## src/rtl/auth_req_builder.sv

```systemverilog
// Authentication request builder: buffers host auth commands and issues one 1000-bit request at a time.
// Request rises 2 edges after acceptance; cmd_ready drops when the FIFO is full; a request is held until acked.

// Generic FIFO: write at push edge, head visible combinationally, no internal full/empty protection.
// Latency 1 edge push-to-head; caller must not push when full or pop when empty.
module sync_fifo #(
   parameter int WIDTH = 8,
   parameter int DEPTH = 4
) (
   input  logic                   clk,
   input  logic                   rst_n,
   input  logic                   push_vld,
   input  logic [WIDTH-1:0]       push_dat,
   input  logic                   pop_vld,
   output logic [WIDTH-1:0]       head_dat,
   output logic [$clog2(DEPTH):0] level
);
   localparam int AW = $clog2(DEPTH);
   localparam int LW = AW + 1;

   logic [WIDTH-1:0] mem [DEPTH];
   logic [AW-1:0]    wr_ptr;
   logic [AW-1:0]    rd_ptr;

   always_ff @(posedge clk) begin
      if (push_vld) mem[wr_ptr] <= push_dat;
   end

   always_ff @(posedge clk or negedge rst_n) begin
      if (!rst_n) begin
         wr_ptr <= '0;
         rd_ptr <= '0;
         level  <= '0;
      end else begin
         if (push_vld) wr_ptr <= wr_ptr + AW'(1);
         if (pop_vld)  rd_ptr <= rd_ptr + AW'(1);
         case ({push_vld, pop_vld})
            2'b10:   level <= level + LW'(1);
            2'b01:   level <= level - LW'(1);
            default: level <= level;
         endcase
      end
   end

   assign head_dat = mem[rd_ptr];
endmodule

module auth_req_builder #(
   parameter logic [7:0]  PROTOCOL_VERSION = 8'h01,
   parameter int          FIFO_DEPTH       = 4,
   parameter logic [15:0] MAX_CERT_LEN     = 16'd512
) (
   input  logic                        clk,
   input  logic                        reset,
   input  logic                        cmd_valid,
   output logic                        cmd_ready,
   input  logic [1:0]                  cmd_type,
   input  logic [1:0]                  cmd_slot,
   input  logic [15:0]                 cmd_offset,
   input  logic [15:0]                 cmd_length,
   input  logic [255:0]                cmd_nonce,
   output logic                        cmd_err,
   input  logic                        init_req_out,
   output logic                        init_req_in,
   output logic [999:0]                auth_msg_init_in,
   output logic [$clog2(FIFO_DEPTH):0] fifo_level,
   output logic [7:0]                  req_done_count
);
   localparam int LW = $clog2(FIFO_DEPTH) + 1;
   localparam logic [LW-1:0] FULL_LEVEL = LW'(FIFO_DEPTH);

   typedef struct packed {
      logic [1:0]   typ;
      logic [1:0]   slot;
      logic [15:0]  offset;
      logic [15:0]  length;
      logic [255:0] nonce;
   } cmd_t;

   typedef struct packed {
      logic [7:0] param2;
      logic [7:0] param1;
      logic [7:0] msg_type;
      logic [7:0] version;
   } hdr_t;

   typedef enum logic [3:0] {
      IDLE = 4'b0001,
      LOAD = 4'b0010,
      REQ  = 4'b0100,
      GAP  = 4'b1000
   } state_t;

   state_t       state;
   state_t       state_nxt;
   cmd_t         in_cmd;
   cmd_t         head_cmd;
   cmd_t         cur_cmd;
   hdr_t         hdr;
   logic [16:0]  cert_end;
   logic         cmd_bad;
   logic         push;
   logic         pop;
   logic         done;
   logic [999:0] msg_nxt;

   assign in_cmd    = {cmd_type, cmd_slot, cmd_offset, cmd_length, cmd_nonce};
   assign cmd_ready = (fifo_level != FULL_LEVEL);

   // Offset plus length is summed at 17 bits so a certificate window past 64 KiB is caught.
   assign cert_end = {1'b0, cmd_offset} + {1'b0, cmd_length};
   assign cmd_bad  = (cmd_type == 2'd3) ||
                     ((cmd_type == 2'd1) && ((cmd_length == 16'd0) ||
                                             (cmd_length > MAX_CERT_LEN) ||
                                             (cert_end > 17'h0FFFF)));
   assign push     = cmd_valid & cmd_ready & ~cmd_bad;

   sync_fifo #(
      .WIDTH ($bits(cmd_t)),
      .DEPTH (FIFO_DEPTH)
   ) u_cmd_fifo (
      .clk      (clk),
      .rst_n    (reset),
      .push_vld (push),
      .push_dat (in_cmd),
      .pop_vld  (pop),
      .head_dat (head_cmd),
      .level    (fifo_level)
   );

   always_comb begin
      state_nxt = state;
      pop       = 1'b0;
      done      = 1'b0;
      case (state)
         IDLE: begin
            if (fifo_level != '0) begin
               pop       = 1'b1;
               state_nxt = LOAD;
            end
         end
         LOAD:    state_nxt = REQ;
         REQ: begin
            if (init_req_out) begin
               done      = 1'b1;
               state_nxt = GAP;
            end
         end
         GAP:     state_nxt = IDLE;
         default: state_nxt = IDLE;
      endcase
   end

   always_comb begin
      hdr         = '0;
      hdr.version = PROTOCOL_VERSION;
      hdr.param1  = {6'b0, cur_cmd.slot};
      msg_nxt     = '0;
      case (cur_cmd.typ)
         2'd0: hdr.msg_type = 8'h81;
         2'd1: begin
            hdr.msg_type    = 8'h82;
            msg_nxt[47:32]  = cur_cmd.offset;
            msg_nxt[63:48]  = cur_cmd.length;
         end
         2'd2: begin
            hdr.msg_type    = 8'h83;
            msg_nxt[287:32] = cur_cmd.nonce;
         end
         default: hdr.msg_type = 8'h00;
      endcase
      msg_nxt[31:0] = hdr;
   end

   always_ff @(posedge clk or negedge reset) begin
      if (!reset) begin
         state            <= IDLE;
         cur_cmd          <= '0;
         auth_msg_init_in <= '0;
         cmd_err          <= 1'b0;
         req_done_count   <= '0;
      end else begin
         state   <= state_nxt;
         cmd_err <= cmd_valid & cmd_ready & cmd_bad;
         if (pop)           cur_cmd          <= head_cmd;
         if (state == LOAD) auth_msg_init_in <= msg_nxt;
         if (done)          req_done_count   <= req_done_count + 8'd1;
      end
   end

   assign init_req_in = (state == REQ);
endmodule

```

## config.mk

```make
export PLATFORM = sky130hd
export DESIGN_NAME = auth_req_builder
export DESIGN_NICKNAME = d
export VERILOG_FILES = /design/src/rtl/auth_req_builder.sv
export SDC_FILE = /design/constraint.sdc
export NUM_CORES = 2
export LEC_CHECK = 0
export ABC_AREA = 1
export BUFFER_PORTS_ARGS = -buffer_cell sky130_fd_sc_hd__buf_4
export CELL_PAD_IN_SITES_DETAIL_PLACEMENT = 1
export CELL_PAD_IN_SITES_GLOBAL_PLACEMENT = 2
export CORE_AREA = 2 2 513 515
export DETAILED_ROUTE_END_ITERATION = 8
export DIE_AREA = 0 0 515 517
export PLACE_DENSITY_LB_ADDON = 0.15
export RECOVER_POWER = 50
export SKIP_CTS_REPAIR_TIMING = 1
export SLEW_MARGIN = 20
export SYNTH_ARGS = -nofsm -noshare
export SYNTH_HDL_FRONTEND = slang
export SYNTH_SLANG_ARGS = --single-unit
```

## constraint.sdc

```tcl
create_clock -name clk -period 19.8 [get_ports clk]
set_input_delay 4.95 -clock clk [delete_from_list [all_inputs] [get_ports clk]]
set_output_delay 4.95 -clock clk [all_outputs]
set_load 0.02 [all_outputs]
```

; Yosys cells after proc, flatten, opt, wreduce, memory -nomap -nowiden
; Memory sizes are Yosys's and may differ from the RTL's. A register that Yosys moved wholly into a read port is not among the register bits.
; Cells that the tools add are included.
[totals]
regBits = 287
ramBits = 1168
inputBits = 296
out_inout_bits = 1014
elab_cells = 55
mem_count = 1
[classes]
n_addsub = 6
n_lt_le_gt_ge = 2
n_eq_ne = 12
n_mux = 13
n_bitwise = 4
reduce_logical = 10
[mem_list]
columns = memory, words, width, read_ports, rd_ports_with_merged_regs, write_ports, line_no
row1 = u_cmd_fifo.mem, 4, 292, 1, 1, 1, 21  ; logic [WIDTH-1:0] mem [DEPTH];
[ops]
columns = operator, count
row1 = $mux W224, 1
row2 = $pmux W32 S2, 1
row3 = $pmux W8 S3, 1
row4 = $add A16 B16 Y17, 1
row5 = $gt A17 B16 Y1 const B, 1
row6 = $gt A16 B10 Y1 const B, 1
row7 = $logic_not A16 Y1, 1
row8 = $pmux W4 S3, 1
row9 = $add A8 B1 Y8 const B, 1
row10 = $mux W4, 2
row11 = $eq A2 B1 Y1 const B, 3
row12 = $eq A2 B2 Y1 const B, 3
row13 = $mux W1, 6
row14 = $pmux W3 S2, 1
row15 = $add A2 B1 Y2 const B, 2
row16 = $eq A4 B1 Y1 const B, 1
row17 = $eq A4 B2 Y1 const B, 1
row18 = $eq A4 B3 Y1 const B, 1
row19 = $ne A2 B2 Y1 const B, 2
row20 = $add A3 B1 Y3 const B, 1
row21 = $and A1 B1 Y1, 3
row22 = $logic_or A1 B1 Y1, 3
row23 = $ne A3 B3 Y1 const B, 1
row24 = $reduce_bool A3 Y1, 1
row25 = other kinds (7), 7

; Longest topological paths before layout
[logic_depth]
depth_word = 9
depth_mapped = 17
ltp_nobuf = 17

; By module
; Synthesis repeated with hierarchy kept, for this count alone.
[hier_totals]
hier_cells = 6738
hier_area_um2 = 75580.0
[by_module_without_submodules]
columns = module, instances, cells_each, area_per_inst_um2, seq_area_each_um2
row1 = sync_fifo, 1, 3454, 47494.3, 35248.8
row2 = auth_req_builder, 1, 3284, 28085.7, 14189.9

; Worst setup path before layout
; No wires, ideal clock.
[synth_timing]
path_kind = input to register
start = input cmd_offset[0]
end = memory u_cmd_fifo.mem[0][0] in the netlist's numbering (enable)
setup_ns = 0.953
t_arrival_ns = 18.012
required_ns = 18.847
setup_slack_ns = 0.835
stages = 12
n_path_buf = 0
cell_sequence = ha_1 -> inv_1 -> fa_1 -> nand3b_1 -> nand2_1 -> nand2_1 -> nand3_1 -> nand2_1 -> nand2_1 -> nand2_1 -> nand2_1 -> nor2_1
[synth_via]
elab_chain_len = 9
[synth_rtl]
columns = item, line_no
row1 = "start, declared", 59  ; input logic [15:0] cmd_offset,
row2 = $add A16 B16 Y17, 111  ; assign cert_end = {1'b0, cmd_offset} + {1'b0, cmd_length};
row3 = $gt A17 B16 Y1, 115  ; (cert_end > 17'h0FFFF)));
row4 = $logic_or A1 B1 Y1, 114  ; (cmd_length > MAX_CERT_LEN) ||
row5 = $logic_and A1 B1 Y1, 113  ; ((cmd_type == 2'd1) && ((cmd_length == 16'd0) ||
row6 = $logic_or A1 B1 Y1, 112  ; assign cmd_bad = (cmd_type == 2'd3) ||
row7 = $not A1 Y1, 116  ; assign push = cmd_valid & cmd_ready & ~cmd_bad;
row8 = $and A1 B1 Y1, 116
row9 = $mux W1, 26  ; if (push_vld) mem[wr_ptr] <= push_dat;
row10 = $mux W1 (not written as such), 26
row11 = "end, declared", 21
; No other way between the ends.

; Worst setup path in the final report
[layout_timing]
start = register state[0]
end = register cur_cmd[79] (netlist name)
[layout_via]
elab_chain_len = 2
[layout_rtl]
columns = item, line_no
row1 = "start, declared", 94  ; state_t state;
row2 = "start signal, assigned", 183  ; state <= state_nxt;
row3 = $eq A4 B1 Y1, 135  ; case (state)
row4 = $mux W1, 135
; No other way between the ends.
; A chain may end at the register's enable or synchronous reset.

==> qor.yml <==
synth:
  synth.avg_cell_area_sq_um: 11.8
  synth_enable_flop_cells: 1168
  async_reset_ff_share_pct: 33.0
  netlist-cell-type-count: 36
  synth_area_sq_um: 71500
  number_of_storage_elements_in_the_synthesis_netlist: 1742
  post_synth_inst_count: 6073
  predominant_post_synthesis_flop_cell: "sky130_fd_sc_hd__edfxtp_1"
  yosysWarnings: 0
  synth.yosys.seq_area_share_pct: 69.1
floorplanning:
  floorplan.core_area_sq_um: 261000
  initial_utilization_pct: 27.4
  pin_count: 1310
  floorplan.die_area_sq_um: 266000
  die_w_um: 515
  fp-row-count: 188
  die_h_um: 517
grt:
  globalRouteTotalUtil_pct: 16.7
  grt_pass1_vias: 44598
  grt_start_max_net_pins: 212
  grt_antenna_before_repair: 120
  grt_first_pass_wirelength_um: 326000
  grt.overflow.total: 0
worst_setup_path:
  worstSetupStartpointType: "flip-flop"
  cp.required_ps: 20390
  path_common_cell: "sky130_fd_sc_hd__clkbuf_1"
  critical-path-top-delay-family: "buffers and inverters"
  cp_max_fo: 139
  worstPathCellList: "inv_1, nor2_2, nand2_1, nor2_1, clkbuf_1, clkbuf_1, clkbuf_1, a31oi_1"
  cp_num_buf_inv: 4
  cp.arrival_ps: 11600
  worst-setup-path-type: "reg -> reg"
  slowest_stage: "sky130_fd_sc_hd__clkbuf_1"
  cp_slowest_stage_delay_ps: 5060
  cp-end-kind: "flip-flop"
pwr:
  ir_drop_mv: 0.108
  power.static_leakage_nw: 31.2
  cellPowerDensity_nw_per_um2: 162
clock_network:
  source_to_sink_clock_delay_at_the_later_pin_of_the_worst_skew_pair_ps: 850
  clk_root_buffer_cell: "sky130_fd_sc_hd__clkbuf_16"
  htree_num_levels: 4
  cts_tree: "yes"
  cts.sinks: 1742
  clk_transition_reported_paths_ps: 60
  clock_buffers_created_by_tritoncts: 201
  clock_tree.buffer_depth: 3
placement:
  placement.cell_area_sq_um: 76300
  place_congestion: 0.755
  number_of_port_buffers: 571
  dp_hpwl_um: 144000
layout:
  area_delta_synth_final_pct: 14.5
  num-fill-cells: 28763
  finish.net_count: 6887
  final_layout_size_suffix_gt1_share_pct: 9.66
  layout.area.seq_sq_um: 49400
  multi_input_area_sq_um: 16900
  final_area_sq_um: 81900
sta:
  timing.final.crit_share_pct: 55.6
  finClkSkew_ps: 44.1
  timing.final.setup_violations: 0
  grt_setup_unrepaired: "false"
  slew_violations: 1338
  period_minus_slack_ps: 11010
  timing.fmax_mhz: 90.9
  max_slew.worst_pin.slew_ps: 7900
  report.final.hold_viol_count: 0
  max-slew-margin-rel_pct: -427
  totalNegativeSetupSlack_ps: 0
flow_run:
  max_cap_viol_count: 17
detailed_routing:
  drt_first_pass_iters: 5
  detailedRoute.firstIterationViolations: 2513
  wire_per_inst_um: 22.4
  detail_route.wirelength_um: 229000
  route.vias.total: 44337
  via_per_inst: 4.36
  drtAntennaViolNets: 0
  drcViolationCount: 0
status:
  failed_checks: "max-capacitance violations, max-slew violations"
  status: "complete, but fails checks"
min_path:
  worst_hold_path_type: "reg -> reg"
## synthesized netlist by cell type, types with 2 or more instances
master / number / area (sq um)
sky130_fd_sc_hd__o31ai_1: 69 / 518
sky130_fd_sc_hd__fa_1: 2 / 40.0
sky130_fd_sc_hd__buf_2: 87 / 435
sky130_fd_sc_hd__buf_6: 34 / 383
sky130_fd_sc_hd__nor2_1: 1070 / 4020
sky130_fd_sc_hd__inv_1: 166 / 623
sky130_fd_sc_hd__buf_1: 18 / 67.6
sky130_fd_sc_hd__xor2_1: 5 / 43.8
sky130_fd_sc_hd__xnor2_1: 6 / 52.6
sky130_fd_sc_hd__a31oi_1: 155 / 970
sky130_fd_sc_hd__o21ai_1: 147 / 736
sky130_fd_sc_hd__or2_2: 2 / 12.5
sky130_fd_sc_hd__a21oi_1: 6 / 30.0
sky130_fd_sc_hd__clkbuf_1: 186 / 698
sky130_fd_sc_hd__buf_4: 758 / 5690
sky130_fd_sc_hd__nor2_2: 4 / 25.0
sky130_fd_sc_hd__buf_8: 2 / 30.0
sky130_fd_sc_hd__edfxtp_1: 1168 / 35100
sky130_fd_sc_hd__ha_1: 25 / 313
sky130_fd_sc_hd__clkbuf_2: 2 / 10.0
sky130_fd_sc_hd__o21ai_0: 736 / 3680
sky130_fd_sc_hd__o22ai_1: 169 / 1060
sky130_fd_sc_hd__nand3_1: 43 / 215
sky130_fd_sc_hd__nand2_1: 628 / 2360
sky130_fd_sc_hd__inv_2: 2 / 7.51
sky130_fd_sc_hd__dfrtp_1: 573 / 14300
## power breakdown
group | internal [mW] | switching [mW] | leakage [nW] | total (mW)
clock network | 2.23 | 1.56 | 3.33 | 3.79
registers | 4.73 | 0.428 | 17.8 | 5.16
logic | 1.27 | 3.03 | 10.1 | 4.30
## layout by cell type, fill, tap and decap left out, types with 2 or more instances in the layout
| cell | instances |
|---|---|
| sky130_fd_sc_hd__nor2_2 | 2 |
| sky130_fd_sc_hd__a31oi_1 | 155 |
| sky130_fd_sc_hd__inv_6 | 3 |
| sky130_fd_sc_hd__bufinv_16 | 17 |
| sky130_fd_sc_hd__conb_1 | 738 |
| sky130_fd_sc_hd__clkinv_4 | 2 |
| sky130_fd_sc_hd__a21oi_1 | 6 |
| sky130_fd_sc_hd__clkinv_2 | 40 |
| sky130_fd_sc_hd__fa_1 | 2 |
| sky130_fd_sc_hd__inv_8 | 2 |
| sky130_fd_sc_hd__o22ai_1 | 169 |
| sky130_fd_sc_hd__clkbuf_8 | 23 |
| sky130_fd_sc_hd__xnor2_1 | 6 |
| sky130_fd_sc_hd__buf_12 | 9 |
| sky130_fd_sc_hd__o31ai_1 | 69 |
| sky130_fd_sc_hd__edfxtp_1 | 1168 |
| sky130_fd_sc_hd__o21ai_0 | 781 |
| sky130_fd_sc_hd__ha_1 | 25 |
| sky130_fd_sc_hd__clkinvlp_4 | 3 |
| sky130_fd_sc_hd__buf_4 | 322 |
| sky130_fd_sc_hd__nor2_4 | 4 |
| sky130_fd_sc_hd__clkinv_16 | 6 |
| sky130_fd_sc_hd__clkinv_1 | 31 |
| sky130_fd_sc_hd__diode_2 | 19 |
| sky130_fd_sc_hd__nand3_1 | 43 |
| sky130_fd_sc_hd__clkbuf_1 | 353 |
| sky130_fd_sc_hd__nor2_1 | 1069 |
| sky130_fd_sc_hd__dfrtp_1 | 571 |
| sky130_fd_sc_hd__nand2_1 | 628 |
| sky130_fd_sc_hd__or2_2 | 2 |
| sky130_fd_sc_hd__xor2_1 | 5 |
| sky130_fd_sc_hd__o21ai_1 | 102 |
| sky130_fd_sc_hd__inv_16 | 3 |
| sky130_fd_sc_hd__dfrtp_4 | 2 |
| sky130_fd_sc_hd__clkinv_8 | 2 |
| sky130_fd_sc_hd__clkbuf_16 | 206 |
| sky130_fd_sc_hd__inv_1 | 165 |
## layout make-up
cell class / instances / area share [%]
Inverter: 169 / 0.795
Timing Repair Buffer: 639 / 4.58
Clock inverter: 106 / 1.42
Tap cell: 3420 / 5.23
Clock buffer: 274 / 6.89
Sequential cell: 1742 / 60.4
Antenna cell: 19 / 0.0581
Multi-Input combinational cell: 3811 / 20.6
## registers in the layout, indices dropped and copies added, names as in the netlist
| name | count |
|---|---|
| cur_cmd | 292 |
| state | 4 |
| u_cmd_fifo.mem | 1168 |
| cmd_err | 1 |
| u_cmd_fifo.wr_ptr | 2 |
| auth_msg_init_in | 262 |
| u_cmd_fifo.rd_ptr | 2 |
| req_done_count | 8 |
| u_cmd_fifo.level | 3 |
## logic make-up after synthesis
kind of cell	after synthesis	synth area share, %
simple gates	1751	9.32
flops	1742	69.1
compound gates	1283	9.79
buf+inv	1257	11.1
fa+ha+maj	27	0.493
xor+xnor	11	0.135
other cells	1	0.00524
mux	1	0.0157
## through the flow
stage	total power [mW]	instances	utilization (%)	hold slack (ps)	setup slack (ps)
finish	13.2	10180	31.4	475	8790
global route	14.2	10167	31.3	500	7300
CTS	13.5	10160	31.8	478	10600
detailed placement	9.67	9780	29.2	459	9670
global placement	9.60	9779	29.2	461	9640
floorplan	8.11	6810	-	483	835
## worst paths after layout
check	from	to	slack (ps)	cells past startpoint
max in group asynchronous	reset	u_cmd_fifo.rd_ptr[1]	9030	5
min reg2reg	req_done_count[7]	req_done_count[7]	470	1
max reg2reg	state[0]	cur_cmd[79]	8790	8
min	req_done_count[7]	req_done_count[7]	470	1
min in group asynchronous	reset	cur_cmd[280]	5840	1
max	state[0]	cur_cmd[79]	8790	8
## worst reg2reg max path, stage by stage (launching register included)
cell and delay (ps):
sky130_fd_sc_hd__dfstp_2 510, sky130_fd_sc_hd__inv_1 60, sky130_fd_sc_hd__nor2_2 100, sky130_fd_sc_hd__nand2_1 90, sky130_fd_sc_hd__nor2_1 150, sky130_fd_sc_hd__clkbuf_1 2420
sky130_fd_sc_hd__clkbuf_1 5090, sky130_fd_sc_hd__clkbuf_1 2130, sky130_fd_sc_hd__a31oi_1 230
## per-layer routing
layer | part of all wire (%) | GRT usage [%] | vias to the layer above
li1 | - | - | 20455
met1 | 43 | 21.4 | 22308
met2 | 49 | 28.5 | 1091
met3 | 5.1 | 3.71 | 425
met4 | 2.4 | 3.85 | 58
met5 | 0.17 | 0 | -
Note: power is estimated with default switching activity, not from simulation.
